$ cat config.mk
export PLATFORM = sky130hd
export DESIGN_NAME = clk_period_meter
export DESIGN_NICKNAME = d
export VERILOG_FILES = /design/src/rtl/clk_period_meter.sv
export SDC_FILE = /design/constraint.sdc
export NUM_CORES = 1
export LEC_CHECK = 0
export ABC_AREA = 1
export ABC_CLOCK_PERIOD_IN_PS = 8200
export CELL_PAD_IN_SITES_DETAIL_PLACEMENT = 2
export CELL_PAD_IN_SITES_GLOBAL_PLACEMENT = 2
export CORE_MARGIN = 1.5
export CORE_UTILIZATION = 33
export DETAILED_ROUTE_END_ITERATION = 8
export GPL_ROUTABILITY_DRIVEN = 0
export GPL_TIMING_DRIVEN = 1
export HOLD_SLACK_MARGIN = 0.06
export MAX_ROUTING_LAYER = met4
export PLACE_DENSITY_LB_ADDON = 0.2
export SLEW_MARGIN = 25
export SYNTH_ARGS = -nofsm -noshare
export SYNTH_HDL_FRONTEND = slang
export SYNTH_SLANG_ARGS = --single-unit
$ cat constraint.sdc
create_clock -name clk -period 8.2 [get_ports clk]
set_input_delay 1.23 -clock clk [delete_from_list [all_inputs] [get_ports clk]]
set_output_delay 1.23 -clock clk [all_outputs]
set_load 0.01 [all_outputs]
$ cat src/rtl/clk_period_meter.sv
// Measures high and low time of each full period of an external square wave, in clk cycles.
// Latency: 2-flop sync + edge flop; results registered on the clk after the closing rise is seen.
// No backpressure: results are 1-cycle strobes that must be captured when valid/timeout is high.
module clk_period_meter #(
    parameter int CNT_W   = 32,
    parameter int TIMEOUT = 1000000,
    parameter int MCNT_W  = 16
) (
    input  logic              clk,
    input  logic              rst,
    input  logic              en,
    input  logic              sig_in,
    output logic [CNT_W-1:0]  hi_cycles,
    output logic [CNT_W-1:0]  lo_cycles,
    output logic [CNT_W:0]    period_cycles,
    output logic              valid,
    output logic              timeout,
    output logic              stuck_level,
    output logic [MCNT_W-1:0] meas_count
);

    localparam logic [1:0] ST_IDLE = 2'd0;
    localparam logic [1:0] ST_ARM  = 2'd1;
    localparam logic [1:0] ST_HIGH = 2'd2;
    localparam logic [1:0] ST_LOW  = 2'd3;

    localparam logic [CNT_W-1:0] TIMEOUT_C = CNT_W'(TIMEOUT);
    localparam logic [CNT_W-1:0] CNT_ONE   = CNT_W'(1);

    logic             sig_meta;
    logic             s;
    logic             s_d;
    logic             rise;
    logic             fall;
    logic [1:0]       state;
    logic [CNT_W-1:0] cnt;
    logic [CNT_W-1:0] hi_tmp;

    // Bring the asynchronous input into the clk domain and keep one extra stage for edge detection.
    always_ff @(posedge clk or posedge rst) begin
        if (rst) begin
            sig_meta <= 1'b0;
            s        <= 1'b0;
            s_d      <= 1'b0;
        end else begin
            sig_meta <= sig_in;
            s        <= sig_meta;
            s_d      <= s;
        end
    end

    assign rise = s & ~s_d;
    assign fall = ~s & s_d;

    // Phase measurement FSM: cnt counts cycles the synchronised level has held; an edge closes
    // the phase, and a phase that reaches TIMEOUT without an edge is abandoned and re-armed.
    always_ff @(posedge clk or posedge rst) begin
        if (rst) begin
            state         <= ST_IDLE;
            cnt           <= '0;
            hi_tmp        <= '0;
            hi_cycles     <= '0;
            lo_cycles     <= '0;
            period_cycles <= '0;
            valid         <= 1'b0;
            timeout       <= 1'b0;
            stuck_level   <= 1'b0;
            meas_count    <= '0;
        end else begin
            valid   <= 1'b0;
            timeout <= 1'b0;
            if (!en) begin
                // Disable wins over any edge or timeout seen in the same cycle.
                state  <= ST_IDLE;
                cnt    <= '0;
                hi_tmp <= '0;
            end else begin
                case (state)
                    ST_IDLE: begin
                        cnt    <= '0;
                        hi_tmp <= '0;
                        state  <= ST_ARM;
                    end
                    ST_ARM: begin
                        // Whatever phase is in progress is partial; wait for a clean rise.
                        if (rise) begin
                            cnt   <= CNT_ONE;
                            state <= ST_HIGH;
                        end else begin
                            cnt <= '0;
                        end
                    end
                    ST_HIGH: begin
                        if (fall) begin
                            hi_tmp <= cnt;
                            cnt    <= CNT_ONE;
                            state  <= ST_LOW;
                        end else if (cnt == TIMEOUT_C) begin
                            timeout     <= 1'b1;
                            stuck_level <= s;
                            cnt         <= '0;
                            state       <= ST_ARM;
                        end else begin
                            cnt <= cnt + CNT_ONE;
                        end
                    end
                    ST_LOW: begin
                        if (rise) begin
                            hi_cycles     <= hi_tmp;
                            lo_cycles     <= cnt;
                            period_cycles <= {1'b0, hi_tmp} + {1'b0, cnt};
                            valid         <= 1'b1;
                            meas_count    <= meas_count + MCNT_W'(1);
                            cnt           <= CNT_ONE;
                            state         <= ST_HIGH;
                        end else if (cnt == TIMEOUT_C) begin
                            timeout     <= 1'b1;
                            stuck_level <= s;
                            cnt         <= '0;
                            state       <= ST_ARM;
                        end else begin
                            cnt <= cnt + CNT_ONE;
                        end
                    end
                    default: begin
                        state  <= ST_IDLE;
                        cnt    <= '0;
                        hi_tmp <= '0;
                    end
                endcase
            end
        end
    end

endmodule

==> results.sh <==
export IMPL_path_class="in -> reg"
export IMPL_synth_cell_types=42
export IMPL_synth_seq_cells=185
export IMPL_n_fill_cell=3554
export IMPL_coreArea_sq_um=30670
export IMPL_stdcell_area_sq_um=12500
export IMPL_maxSlewHeadroom_pct=36.62
export IMPL_track_usage_pct=22.07
export IMPL_leakage_nw=6.002
export IMPL_fin_crit_ps=3632
export IMPL_crit_path_top_delay_cell="buf_4"
export IMPL_crit_path_start="en"
export IMPL_post_dp_cell_area_sq_um=11900
export IMPL_setup_violations=0
export IMPL_drt_iter0_drc=326
export IMPL_cts_buffers=17
export IMPL_reg2reg_depth=8
export IMPL_rsz0062_at_grt="no"
export IMPL_fin_tns_setup_ps=0
export IMPL_crit_path_start_kind="primary input"
export IMPL_num_rows=64
export IMPL_ys_async_sr_fraction_pct=100.0
export IMPL_clock_sinks=185
export IMPL_fmax_mhz=275.3
export IMPL_floorplan_initialDensity_pct=33.64
export IMPL_final_core_util_pct=40.76
export IMPL_dieArea_sq_um=32340
export IMPL_hold_viol=0
export IMPL_vias=9388
export IMPL_area_delta_synth_final_pct=21.16
export IMPL_synth_area_leaders="dfrtp_1, nand2_1, inv_1"
export IMPL_finalCritPeriodShare_pct=44.29
export IMPL_clk_pin_slew_ps=80
export IMPL_worst_pin_slew_ps=950.8
export IMPL_setup_slack_ps=4568
export IMPL_irDropWorstVdd_mv=0.1312
export IMPL_grt_pass1_wl_microns=55080
export IMPL_yosysTopAreaCell="dfrtp_1"
export IMPL_cts_hold_fix_buffers=0
export IMPL_status="completed"
export IMPL_required_ps=8490
export IMPL_hp_class="reg -> reg"
export IMPL_antenna_cells=0
export IMPL_worstPathArrival_ps=3920
export IMPL_drc=0
export IMPL_synth_area_sq_um=10320
export IMPL_cts_root_buf="clkbuf_16"
export IMPL_die_h_microns=179.8
export IMPL_cts_buffer_depth=2
export IMPL_ios=120
export IMPL_finalMaxSlewViolations=0
export IMPL_place_ws_ps=4116
export IMPL_rr_startpoint="s"
export IMPL_cp_end_kind="flip-flop"
export IMPL_timing_critical_path_to="period_cycles[6]"
export IMPL_ant_nets=0
export IMPL_clk_latency_ps=460
export IMPL_ys_warn_count=0
export IMPL_synth_edff_count=0
export IMPL_antenna_found_initial=0
export IMPL_vias_per_cell=4.946
export IMPL_ctsResizeCount=0
export IMPL_grt_pass1_vias=10390
export IMPL_synthTopCellsByCount="nand2_1, inv_1, dfrtp_1, nor2_1, o21ai_0"
export IMPL_synthesis_nets=1423
export IMPL_htree_levels=4
export IMPL_cts_tree="yes"
export IMPL_drtPass1Iterations=5
export IMPL_routed_wirelength_microns=33420
export IMPL_r2r_slack_ps=5330
export IMPL_die_w_microns=179.8
export IMPL_avgSynthCellArea_sq_um=7.461
export IMPL_io_buffers=119
export IMPL_path_max_fanout=108
export IMPL_nets=1529
export IMPL_reg2reg_to="period_cycles[6]"
export IMPL_yosysSeqAreaShare_pct=44.86
export IMPL_yosysMostFrequentCell="nand2_1"
export IMPL_clock_skew_ps=11.89
export IMPL_grt_max_degree=134
export IMPL_min_from="sig_meta"
export IMPL_dpl_hpwl_microns=25580
export IMPL_worstPathCellList="clkdlybuf4s50_1 > nand2_1 > nor2_2 > buf_4 > inv_4 > buf_4 > o21ai_0"
export IMPL_synth_top_area_share_pct=44.86
export IMPL_slowest_delay_ps=820
export IMPL_power_density_nw_per_um2=154.5
export IMPL_post_cts_setup_buffers=0
export IMPL_drive_gt1_share_pct=5.526
export IMPL_cpMostUsedCell="buf_4"
export IMPL_wl_per_cell_microns=17.61
export IMPL_maxCapViolations=0
export IMPL_synthCells=1383
export IMPL_whs_ps=355.2
export IMPL_regArea_sq_um=4629
export IMPL_ys_flop_type="dfrtp_1"
export IMPL_grt_overflow=0
export IMPL_multi_input_area_sq_um=4725
## area by class of cell
cell class                      count  area share (%)
Sequential cell                   185           37.03
Timing Repair Buffer              124           9.828
Clock buffer                       17           3.403
Tap cell                          396           3.963
Clock inverter                     15           1.451
Inverter                          215           6.535
Multi-Input combinational cell    946           37.79
## report_power, final
group          total [W]  leakage, nW  internal, W  switching, W
combinational   0.000120         3.14    0.0000336     0.0000867
sequential      0.000940         2.57     0.000924     0.0000168
clock           0.000871        0.296     0.000461      0.000409
## routing by layer
| layer | vias up | part of all wire [%] | wire, microns | track usage [%] |
|---|---|---|---|---|
| li1 | 4546 | - | - | - |
| met1 | 4694 | 47 | 15860 | 27.88 |
| met2 | 109 | 49 | 16250 | 36.74 |
| met3 | 39 | 1.8 | 586 | 2.816 |
| met4 | 0 | 2.1 | 718 | 6.967 |
| met5 | - | 0 | 0 | - |
## stage by stage
step / std cells / power, W
final: 1898 / 0.001931
after global routing: 1898 / 0.002002
after CTS: 1898 / 0.001960
after detailed placement: 1866 / 0.001079
after global placement: 1866 / 0.001075
after floorplan: 1383 / 0.001029
## state kept, by name (all words and copies together) (netlist names)
register and count:
cnt 32, period_cycles 33, s 1, stuck_level 1, lo_cycles 32, hi_tmp 32, timeout 1, sig_meta 1
hi_cycles 32, valid 1, state 2, meas_count 16, s_d 1
## kinds of logic (layout without fill, tap and decap cells)
logic type / after synthesis / after routing / share of synthesized area (%)
AOI/OAI and AO/OA: 157 / 157 / 7.894
xor gates and xnor gates: 34 / 34 / 2.886
adders and majority gates: 36 / 36 / 4.438
buffers and inverters: 252 / 371 / 9.446
DFF: 185 / 185 / 44.86
and+or+nand+nor: 719 / 719 / 30.47
## layout by cell type, fill, tap and decap left out, types with 4 or more instances in the layout
cell type	instances
nand3_1	86
clkbuf_16	17
nand3b_1	4
xnor2_1	17
o21ai_0	103
clkdlybuf4s50_1	119
nor3_2	5
nor4_1	16
nor2_2	10
nand2_2	7
inv_2	5
a21oi_1	30
nand4_1	13
nor2_4	6
nor2_1	109
dfrtp_1	185
nor3_1	26
inv_1	208
xor2_1	17
ha_1	35
nand2_1	424
inv_6	5
buf_4	5
o21ai_1	12
## critical path, delay by kind of cell
| family | cells | cell delay [ps] |
|---|---|---|
| buffers and inverters | 4 | 2040 |
| AOI/OAI and AO/OA | 1 | 260 |
| and+or+nand+nor | 2 | 210 |
## how the worst min path moves through the flow
stage,endpoint,slack [ps],cells past startpoint
detailed placement,s,340,0
floorplan,s,330,0
finish,s,360,0
global route,s,380,0
global placement,s,330,0
CTS,s,360,0
Note: power is estimated with default switching activity, not from simulation.
